$ cat src/rtl/pc_sequencer.sv
// Fetch-stage program-counter sequencer: sequential, branch redirect, stall holds,
// buffered redirect across instruction-memory waits. Optional: DELAY_SLOT_EN.
module pc_sequencer #(
  parameter logic [63:0] RESET_PC = 64'h0,
  parameter int unsigned CNT_W    = 16
) (
  input  logic             clk,
  input  logic             reset,
  input  logic             hz_stall,
  input  logic             imem_wait,
  input  logic             br_valid,
  input  logic             br_taken,
  input  logic [63:0]      br_target,
  output logic [63:0]      pc,
  output logic             fetch_valid,
  output logic             flush_ifid,
  output logic             flush_idex,
  output logic             redir_pending,
  output logic [CNT_W-1:0] redir_count
);

`ifdef DELAY_SLOT_EN
  localparam logic SQUASH_SLOT = 1'b0;
`else
  localparam logic SQUASH_SLOT = 1'b1;
`endif

  typedef enum logic [1:0] {
    BOOT = 2'd0,
    RUN  = 2'd1,
    PEND = 2'd2
  } state_t;

  state_t      state, state_nxt;
  logic [63:0] pc_nxt;
  logic [63:0] pend_target, pend_nxt;
  logic        pending_nxt;
  logic        cnt_inc;
  logic        redirect;

  assign redirect = br_valid & br_taken;

  always_ff @(posedge clk or posedge reset) begin
    if (reset) begin
      state         <= BOOT;
      pc            <= RESET_PC;
      pend_target   <= '0;
      redir_pending <= 1'b0;
      redir_count   <= '0;
    end else begin
      state         <= state_nxt;
      pc            <= pc_nxt;
      pend_target   <= pend_nxt;
      redir_pending <= pending_nxt;
      if (cnt_inc && (redir_count != '1))
        redir_count <= redir_count + CNT_W'(1);
    end
  end

  always_comb begin
    state_nxt   = state;
    pc_nxt      = pc;
    pend_nxt    = pend_target;
    pending_nxt = redir_pending;
    cnt_inc     = 1'b0;
    fetch_valid = 1'b0;
    flush_ifid  = 1'b0;
    flush_idex  = 1'b0;

    case (state)
      BOOT: begin
        state_nxt = RUN;
      end

      RUN: begin
        fetch_valid = ~imem_wait;
        if (redirect && !imem_wait) begin
          // The resolved branch is older than any stalled instruction, so it wins.
          pc_nxt     = br_target;
          cnt_inc    = 1'b1;
          flush_ifid = SQUASH_SLOT;
          flush_idex = 1'b1;
        end else if (redirect) begin
          pend_nxt    = br_target;
          pending_nxt = 1'b1;
          state_nxt   = PEND;
          flush_ifid  = SQUASH_SLOT;
          flush_idex  = 1'b1;
        end else if (!imem_wait && !hz_stall) begin
          pc_nxt = pc + 64'd4;
        end
      end

      PEND: begin
        flush_ifid = SQUASH_SLOT;
        if (imem_wait) begin
          // A younger-resolved branch replaces the buffered target; counted only on apply.
          if (redirect) begin
            pend_nxt   = br_target;
            flush_idex = 1'b1;
          end
        end else begin
          pc_nxt      = pend_target;
          pending_nxt = 1'b0;
          cnt_inc     = 1'b1;
          state_nxt   = RUN;
        end
      end

      default: begin
        state_nxt = BOOT;
      end
    endcase
  end

endmodule

$ cat config.mk
export PLATFORM = sky130hd
export DESIGN_NAME = pc_sequencer
export DESIGN_NICKNAME = d
export VERILOG_FILES = /design/src/rtl/pc_sequencer.sv
export SDC_FILE = /design/constraint.sdc
export NUM_CORES = 1
export LEC_CHECK = 0
export BUFFER_PORTS_ARGS = -buffer_cell sky130_fd_sc_hd__buf_2
export CAP_MARGIN = 40
export CORE_MARGIN = 5
export CORE_UTILIZATION = 40
export CTS_BUF_LIST = sky130_fd_sc_hd__clkbuf_16
export DETAILED_ROUTE_END_ITERATION = 10
export PLACE_DENSITY = 0.64
export RECOVER_POWER = 50
export SLEW_MARGIN = 25
export SYNTH_ARGS = -nofsm -noshare
export SYNTH_HDL_FRONTEND = slang
export SYNTH_SLANG_ARGS = --single-unit
$ cat constraint.sdc
create_clock -name clk -period 10.5 [get_ports clk]
set_input_delay 2.1 -clock clk [delete_from_list [all_inputs] [get_ports clk]]
set_output_delay 2.1 -clock clk [all_outputs]
set_load 0.05 [all_outputs]
After elaboration in Yosys (flattened, before gate mapping) --
Cells that the tools add are included.
Storage, ports and cells: input port bits 70, output and inout bits 84, register bits after elaboration 147
Cells by class: multiplexer cells 26, eq/ne operators 9, reductions and logical operators 11, bitwise operators 2, $add $sub $neg 2
Operators with widths (count):
- $mux 64 | 7
- $pmux 64 s2 | 2
- $add 64x3->64 const B | 1
- $add 16x1->16 const B | 1
- $ne 16x16->1 const B | 1
- $mux 1 | 9
- $ne 2x2->1 const B | 4
- $pmux 1 s2 | 4
- $reduce_and 4->1 | 2
- $mux 2 | 3
- $ne 3x3->1 const B | 2
- $pmux 2 s3 | 1
- $reduce_and 3->1 | 2
- $logic_and 1x1->1 | 3
- $eq 2x1->1 const B | 1
- $eq 2x2->1 const B | 1
- $logic_not 1->1 | 2
- $logic_not 2->1 | 1
- $reduce_bool 2->1 | 1
- $and 1x1->1 | 1
- $not 1->1 | 1

Depth between registers and ports, before layout --
Gate-level depths: netlist (run 1).
depth after elaboration 6, gate-level depth with buffers 9, mapped depth without buffers 7

Worst setup path before layout (run 1) --
No wires, ideal clock.
path type input to output, start point input port imem_wait, end point output port flush_idex, slack 5336 ps, stages on the path 3, arrival 3064 ps, cells stage by stage clkbuf_1 > a21oi_1 > nor2_1
Between the ends: longest elaborated chain between the ends 4, elaborated cells on any way between the ends 5
RTL lines:
- start: declaration | line 10 | input logic imem_wait,
- $logic_not 1->1 | line 77 | if (redirect && !imem_wait) begin
- $logic_and 1x1->1 | line 77
- $mux 1 | line 77
- $pmux 1 s2 (*) | line 70 | case (state)
- end: declaration | line 17 | output logic flush_idex,
Mark *: on every way between the ends. The rest lies on a longest branch, timed or not.

Worst setup path in the final report (run 1) --
start point register state[0], end point register pc[32]
Between the ends: longest elaborated chain between the ends 3, elaborated cells on any way between the ends 8
RTL lines:
- start: declaration | line 34 | state_t state, state_nxt;
- start signal: assignment | line 51 | state <= state_nxt;
- $eq 2x1->1 or $eq 2x2->1 (tied branches) | line 70
- $ne 3x3->1 (no source line) (tied with other cells)
- $reduce_and 4->1 (no source line)
- end signal: assignment | line 52 | pc <= pc_nxt;
- end: declaration | line 14 | output logic [63:0] pc,
Several ways; a longest one is shown, not always the timed one. A chain may end at the register's enable or synchronous reset.

==> impl_metrics.yaml, run 1 <==
timing:
  setup_violations: 0
  relSlewSlack_pct: -147
  worst_pin_slew_ps: 3700
  post-route-period-util_pct: 56.5
  layout_setup_ws_ps: 4560
  setup_tns_ps: 0
  fmax_mhz: 168
  final.setup_skew_ps: 9.44
  final.min_clock_period_ps: 5940
  hold_viol_final: 0
  rsz0062_at_grt: "false"
  maxSlewViolCount: 234
place:
  globalplace.congestion: 0.827
  pre_cts_ws_ps: 5300
  post-dp-hpwl_mm: 18.4
  io_buffers: 153
grt:
  grt_usage_pct: 21.4
  antenna_found_initial: 4
  grt_util_met2_pct: 33.4
  grt_pass1_vias: 8091
  grt_max_degree: 82
  met3_usage_pct: 4.89
  top_usage_layer: "met2"
  grt_pass1_wl_mm: 44.6
  met1_usage_pct: 29.5
  grt-ovfl-total: 0
yosys:
  synth_common_cells: "dfrtp_1, nand2_1, o21ai_0"
  synth_nets: 1068
  yosys_warnings: 0
  synth_cell_types: 75
  ys_async_sr_fraction_pct: 100
  synth_edf_count: 0
  syn_inst: 993
  synth_most_common_cell: "dfrtp_1"
  yosysSeqAreaShare_pct: 41.4
  synth_area_leaders: "dfrtp_1, mux2_2, o21ai_0, nand2_1, nand3_1"
  synth_top_area_share_pct: 41.4
  netlist_area_sq_mm: 0.00888
  synth_ff_type: "dfrtp_1"
  yosys.area.top_type: "dfrtp_1"
  ys_ff_latch: 147
  synth_area_per_cell_sq_um: 8.95
setup_path:
  worstSetupPathType: "reg2reg"
  crit_chain: "inv_1 > ha_1 > inv_1 > clkbuf_1 > nand2_1 > nor3_1 > and3_1 > or4_1"
  crit_required_ps: 10800
  crit_arrival_ps: 6240
  cp-end-kind: "flip-flop"
  cp_slowest_stage_delay_ps: 1930
  crit_fanout: 66
  start_kind: "flip-flop"
  cpMostUsedCell: "inv_1"
  crit_slowest_cell: "ha_1"
route:
  post_drt_wl_per_cell_um: 19.8
  drc: 0
  routed_via_density: 5.98
  drtIter0Drc: 617
  drt-pass1-iter-count: 5
  final_antenna_net_count: 0
  drt_wl_total_mm: 27.7
  num_vias: 8372
layout:
  drive_gt1_share_pct: 22.9
  syn2layout_area_growth_pct: 16.6
  layout.nets: 1184
  nFillCells: 2151
clocking:
  cts_setup_buffers: 0
  insertion_delay_ps: 430
  cts_hold_buf: 0
  cts_resized: 0
  clk_path_buf_depth: 2
  h-tree-depth: 4
  clock-sinks: 147
  path_clk_slew_ps: 60
  root_buffer: "clkbuf_16"
  cts_buffers: 17
  cts_tree: "yes"
run_status:
  violations: "max-capacitance violations, max-slew violations"
  status: "complete, but fails checks"
floorplan:
  coreArea_sq_mm: 0.0218
  pin_count: 154
  fp-row-count: 54
  fp.dieW_um: 159
  die_y_um: 159
  start_util_pct: 40.7
  dieArea_sq_mm: 0.0253
worst_hold_path:
  hp-class: "reg2reg"
power_and_ir_drop:
  p_leak_nw: 4.23
  peakVddDrop_uv: 147
  power_density_mw_per_mm2: 281
run:
  drv_cap: 5
## worst max-delay path, delay by kind of cell (launching register included)
family / cells / cell delay [ps]
AND/OR/NAND/NOR: 4 / 1490
adder cells (fa/ha/maj): 1 / 1930
buffers and inverters: 3 / 1950
flip-flops: 1 / 410
## final timing paths
kind	startpoint	end	depth (start not counted)	slack, ps
worst min register to register	redir_count[7]$_DFFE_PP0P_	redir_count[7]$_DFFE_PP0P_	1	480
worst min-delay path	redir_count[7]$_DFFE_PP0P_	redir_count[7]$_DFFE_PP0P_	1	480
max in group asynchronous	reset	pc[49]$_DFFE_PP0P_	3	4830
worst max-delay path	state[0]$_DFFE_PP0P_	pc[32]$_DFFE_PP0P_	8	4560
min in group asynchronous	reset	pc[9]$_DFFE_PP0P_	2	1740
worst max register to register	state[0]$_DFFE_PP0P_	pc[32]$_DFFE_PP0P_	8	4560
## per-stage QoR
| step | power (mW) | utilization, % | hold slack (ps) | area, sq um | cells |
|---|---|---|---|---|---|
| 2_1_floorplan | 1.98 | - | 451 | 8880 | 993 |
| 3_3_place_gp | 2.31 | 45.1 | 466 | 9850 | 1367 |
| 3_5_place_dp | 2.34 | 45.2 | 470 | 9870 | 1368 |
| 4_1_cts | 2.93 | 47.7 | 486 | 10400 | 1398 |
| 5_1_grt | 3.09 | 47.4 | 501 | 10400 | 1400 |
| 6_report | 2.91 | 47.5 | 483 | 10400 | 1401 |
## metal layers
| metal | vias up | wire (um) |
|---|---|---|
| li1 | 3964 | - |
| met1 | 4068 | 12300 |
| met2 | 282 | 12900 |
| met3 | 50 | 1840 |
| met4 | 8 | 563 |
| met5 | - | 31 |
## power breakdown
part	internal, mW	total (mW)	switching [mW]
combinational	0.419	1.27	0.849
clock	0.322	0.576	0.254
sequential	0.799	1.06	0.263
## cell usage in the layout, fill, tap and decap left out, types with 7 or more instances in the layout
cell type,synthesis,layout
dfrtp_1,147,147
buf_2,6,142
nand2_1,111,111
o21ai_0,85,85
mux2_2,63,63
nand3_1,55,55
a21oi_1,50,50
nor2_1,42,42
nand4_1,36,36
and3_1,24,24
nor3_1,24,24
nand2b_1,24,24
inv_1,22,21
nor4_1,21,21
o211ai_1,17,17
clkbuf_16,0,17
xnor2_1,15,15
clkbuf_1,51,15
a31oi_1,15,14
and4_1,13,13
o31ai_1,12,12
and2_1,11,11
xor2_1,9,9
or4_1,9,9
or3_1,8,8
a211oi_1,7,7
## layout make-up
type / instances / area, sq um / area share (%)
multi-input cells: 757 / 4880 / 47.2
flip-flops and latches: 147 / 3680 / 35.5
repair buffers: 164 / 817 / 7.89
clock buffers: 17 / 425 / 4.11
well taps: 280 / 350 / 3.38
clock inverters: 13 / 115 / 1.11
inverters: 22 / 83.8 / 0.809
diodes: 1 / 2.50 / 0.0242
## sequential cells by signal (all words and copies together) (netlist names)
| register | cells |
|---|---|
| redir_count | 16 |
| pend_target | 64 |
| state | 2 |
| redir_pending | 1 |
| pc | 64 |
## cell families after synthesis
logic type      after synthesis  synth area share [%]
xor+xnor                     24                  2.37
buf+inv                      89                  3.93
compound gates              254                  18.4
mux                          68                  8.56
fa+ha+maj                     5                 0.704
flops                       147                  41.4
simple gates                406                  24.6
Power figures use the tool's default switching activity.
==> run 2, diff against run 1 <==
Clock period 10.5 ns to 6.2 ns, I/O delays scaled along.
==> run 2 against run 1 <==
Net effect:
- the run still ends with max-capacitance violations, max-slew violations left
- combinational power is 71% higher
- clock power rose by 86%
- clock-buffer cell count is the same
- core utilization is 0.65 points higher
- non-clock buffer count increased by 4
- cell area is 1.4% higher
- hold slack better by 9.9 ps
- sequential share of layout area decreased by 0.48 points
- sequential power is 70% higher
- critical endpoint is now pc[35]$_DFFE_PP0P_
==> impl_metrics.yaml, run 2 (same netlist as run 1, synthesis figures left out) <==
run_status:
  status: "complete, but fails checks"
  violations: "max-capacitance violations, max-slew violations"
layout:
  mostFrequentLayoutCells: "dfrtp_1, buf_2, nand2_1"
  antenna_cells: 0
  layout.nets: 1188
  syn2layout_area_growth_pct: 18.2
  mostFrequentLayoutCell: "dfrtp_1"
  drive_gt1_share_pct: 21.3
  top_regs: "pc x64, pend_target x64, redir_count x16"
  finalInstanceArea_sq_mm: 0.0105
  fin_cells: 1405
  post-route-util_pct: 48.1
setup_path:
  cp-end-kind: "async pin"
  crit_chain: "buf_2 > clkinvlp_2 > clkbuf_1"
  start_kind: "input pin"
  worstSetupPathType: "in2async"
  crit_slowest_cell: "clkbuf_1"
  cp_slowest_stage_delay_ps: 1620
  r2r_start: "state[0]$_DFFE_PP0P_"
  crit_arrival_ps: 4350
  reg2reg_depth: 8
  startpoint: "reset"
  crit_fanout: 52
  crit_required_ps: 6300
  cp_top_family: "buffers and inverters"
  path_buf_inv: 3
  path_depth: 3
  rrSetupSlack_ps: 2420
  r2r-end: "pc[49]$_DFFE_PP0P_"
timing:
  setup_violations: 0
  maxSlewViolCount: 134
  hold_viol_final: 0
  final.min_clock_period_ps: 4250
  rsz0062_at_grt: "false"
  relSlewSlack_pct: -59.0
  worst_pin_slew_ps: 2370
  fmax_mhz: 235
  post-route-period-util_pct: 68.6
  setup_tns_ps: 0
  final.setup_skew_ps: 11.5
place:
  globalplace.congestion: 0.849
  io_buffers: 153
  post-dp-hpwl_mm: 19.1
  place_area_sq_mm: 0.00992
  dp_cells: 1371
clocking:
  cts_resized: 0
  h-tree-depth: 4
  path_clk_slew_ps: 60
  cts_buffers: 17
  cts_tree: "yes"
  insertion_delay_ps: 430
  root_buffer: "clkbuf_16"
  cts_hold_buf: 0
  cts_setup_buffers: 0
  clock-sinks: 147
  clk_path_buf_depth: 2
floorplan:
  start_util_pct: 40.7
  coreArea_sq_mm: 0.0218
  pin_count: 154
  fp.dieW_um: 159
  die_y_um: 159
  fp-row-count: 54
  dieArea_sq_mm: 0.0253
worst_hold_path:
  worstHoldPathCells: 2
  hp-class: "reg2reg"
  min_to: "pend_target[62]$_DFFE_PP0P_"
  worstHoldStart: "pend_target[62]$_DFFE_PP0P_"
route:
  drt_wl_total_mm: 28.1
  drc: 0
  final_antenna_net_count: 0
  drt-pass1-iter-count: 5
  post_drt_wl_per_cell_um: 20.0
  drtIter0Drc: 639
  routed_via_density: 6.03
  num_vias: 8479
power_and_ir_drop:
  power_density_mw_per_mm2: 481
  peakVddDrop_uv: 202
  p_leak_nw: 4.25
  power.total_mw: 5.05
grt:
  grt_pass1_vias: 8191
  antenna_found_initial: 4
  grt_usage_pct: 21.8
  grt_pass1_wl_mm: 45.8
  grt_max_degree: 63
  grt-ovfl-total: 0
run:
  drv_cap: 3
run 2: cell types whose count changed in the layout (fill, tap and decap cells not counted), sizes merged:
cell,before,now
buf,148,130
bufinv,1,3
clkbuf,33,55
clkinv,5,6
clkinvlp,7,4
diode,1,0
inv,22,23
run 2: worst min-delay path: stages (launching register included):
cell,delay (ps)
dfrtp_1,350
nand2_1,50
o21ai_0,60
run 2: layer usage:
metal / global-route usage [%] / part of all wire (%)
met1: 31.2 / 46
met2: 33.7 / 46
met3: 5.05 / 6.2
met4: 4.85 / 1.5
met5: 0 / 0.12
run 2: worst max path at each step:
stage / slack, ps / to
global placement: 2710 / flush_idex
global route: 1300 / pc[35]$_DFFE_PP0P_
floorplan: 1010 / pc[0]$_DFFE_PP0P_
detailed placement: 2630 / pc[36]$_DFFE_PP0P_
finish: 1950 / pc[35]$_DFFE_PP0P_
CTS: 2690 / flush_idex
run 2: layout make-up:
class                   count  area (sq um)
clock inverters            14           165
well taps                 280           350
repair buffers            168           897
inverters                  22          83.8
clock buffers              17           425
multi-input cells         757          4900
fillers                  2117         11300
flip-flops and latches    147          3680
run 2: through the flow:
step / hold WS (ps) / setup slack, ps
final: 493 / 1950
after global routing: 511 / 1300
after CTS: 492 / 2690
after detailed placement: 474 / 2630
after global placement: 467 / 2710
after floorplan: 451 / 1010
run 2: report_power, final:
group          internal, mW  switching [mW]
registers              1.35           0.448
clock network         0.630           0.445
logic                 0.720            1.45
total                  2.70            2.34
==> run 3, diff against run 2 <==
Clock period 6.2 ns to 4.4 ns, I/O delays scaled along.
==> run 3 against run 2 <==
Net effect:
- the run still ends with max-capacitance violations, max-slew violations left
- clock skew fell by 4.2 ps
- clock power increased by 35%
- critical path type is now reg2out
- wire length down 0.14%
- setup slack got worse by 710 ps
- total power increased by 39%
==> impl_metrics.yaml, run 3 (same netlist as run 1, synthesis figures left out) <==
power_and_ir_drop:
  sequentialPowerShare_pct: 36.3
  peakVddDrop_uv: 281
  power_frac_comb_pct: 43.2
  p_leak_nw: 4.21
  pwr-share-clk_pct: 20.5
  p_sw_share_pct: 46.9
  p_switching_mw: 3.29
  cellInternalPower_mw: 3.73
  power_density_mw_per_mm2: 673
clocking:
  cts_resized: 0
  cts_buffers: 17
  h-tree-depth: 4
  cts_hold_buf: 0
  insertion_delay_ps: 440
  root_buffer: "clkbuf_16"
  path_clk_slew_ps: 60
  clk_path_buf_depth: 2
  clock-sinks: 147
  cts_setup_buffers: 0
  cts_tree: "yes"
timing:
  worst_pin_slew_ps: 1610
  setup_tns_ps: 0
  final.setup_skew_ps: 7.35
  layout_setup_ws_ps: 1230
  final.min_clock_period_ps: 3170
  hold_viol_final: 0
  relSlewSlack_pct: -7.09
  setup_violations: 0
  maxSlewViolCount: 62
  post-route-period-util_pct: 72.0
  rsz0062_at_grt: "false"
  fmax_mhz: 316
place:
  post-dp-hpwl_mm: 19.7
  pre_cts_ws_ps: 1390
  io_buffers: 153
  globalplace.congestion: 0.859
route:
  drtIter0Drc: 579
  routed_via_density: 5.98
  drt_wl_total_mm: 28.0
  final_antenna_net_count: 0
  num_vias: 8439
  drt-pass1-iter-count: 5
  drc: 0
  post_drt_wl_per_cell_um: 19.9
run_status:
  status: "complete, but fails checks"
  violations: "max-capacitance violations, max-slew violations"
run:
  drv_cap: 1
setup_path:
  crit_fanout: 60
  crit_required_ps: 3520
  crit_arrival_ps: 2290
  worstSetupPathType: "reg2out"
  cp-end-kind: "output pin"
  start_kind: "flip-flop"
layout:
  antenna_cells: 0
  top_regs: "pc x64, pend_target x64, redir_count x16"
  drive_gt1_share_pct: 21.0
  mostFrequentLayoutCell: "dfrtp_1"
  multi_input_comb_area_sq_mm: 0.00490
  seq_area_sq_mm: 0.00368
  syn2layout_area_growth_pct: 17.3
  layout.nets: 1193
  nFillCells: 2139
  mostFrequentLayoutCells: "dfrtp_1, buf_2, nand2_1"
floorplan:
  start_util_pct: 40.7
  coreArea_sq_mm: 0.0218
  fp.dieW_um: 159
  pin_count: 154
  dieArea_sq_mm: 0.0253
  die_y_um: 159
  fp-row-count: 54
grt:
  antenna_found_initial: 2
  grt_pass1_wl_mm: 45.1
  grt_usage_pct: 21.7
  grt-ovfl-total: 0
  grt_pass1_vias: 8040
  grt_max_degree: 62
worst_hold_path:
  hp-class: "reg2reg"
run 3: changes by cell type in the layout (fill, tap and decap cells not counted), sizes merged:
cell / before / now
inv: 23 / 25
buf: 130 / 127
bufinv: 3 / 2
clkbuf: 55 / 63
run 3: final cells by class:
| class | count | share of cell area (%) |
|---|---|---|
| clock buffer | 17 | 4.08 |
| clock inverter | 15 | 1.37 |
| inverter | 22 | 0.804 |
| multi-input combinational | 757 | 47.0 |
| sequential | 147 | 35.3 |
| tap | 280 | 3.36 |
| timing repair buffer | 173 | 8.14 |
run 3: worst paths after layout:
path / from / to / slack (ps) / cells after the start
max: state[0]$_DFFE_PP0P_ / flush_ifid / 1230 / 6
max in group asynchronous: reset / pc[22]$_DFFE_PP0P_ / 1700 / 3
min in group asynchronous: reset / pend_target[59]$_DFFE_PP0P_ / 630 / 2
max reg2reg: state[1]$_DFFE_PP0P_ / pend_target[45]$_DFFE_PP0P_ / 1300 / 6
min: pend_target[62]$_DFFE_PP0P_ / pend_target[62]$_DFFE_PP0P_ / 480 / 2
min reg2reg: pend_target[62]$_DFFE_PP0P_ / pend_target[62]$_DFFE_PP0P_ / 480 / 2
run 3: per-stage QoR:
step           instances  hold WS [ps]  utilization, %  area, sq um  power (mW)
2_1_floorplan        993           451               -         8890        4.73
4_1_cts             1410           490            48.3        10500        7.08
6_report            1411           483            47.8        10400        7.02
3_3_place_gp        1377           468            45.5         9940        5.56
5_1_grt             1411           509            47.8        10400        7.41
3_5_place_dp        1378           477            45.7         9970        5.62
run 3: power groups by stage:
stage	combinational (mW)	sequential [mW]	clock (mW)
6_report	3.03	2.54	1.44
5_1_grt	3.27	2.63	1.52
4_1_cts	3.09	2.53	1.46
3_5_place_dp	3.08	2.55	0
3_3_place_gp	3.03	2.53	0
2_1_floorplan	1.53	3.20	0
run 3: worst max-delay path, stage by stage (launching register included):
cell and delay (ps):
dfrtp_1 390, inv_1 140, ha_4 240, buf_4 520, a31oi_1 120, nor2b_1 150, buf_2 280
run 3: per-layer routing:
| metal | vias up | wire (um) | track usage [%] |
|---|---|---|---|
| met5 | - | 24 | 0 |
| met4 | 4 | 470 | 5.78 |
| met3 | 41 | 2100 | 5.38 |
| met2 | 333 | 13000 | 33.6 |
| met1 | 4089 | 12500 | 30.4 |
| li1 | 3972 | - | - |
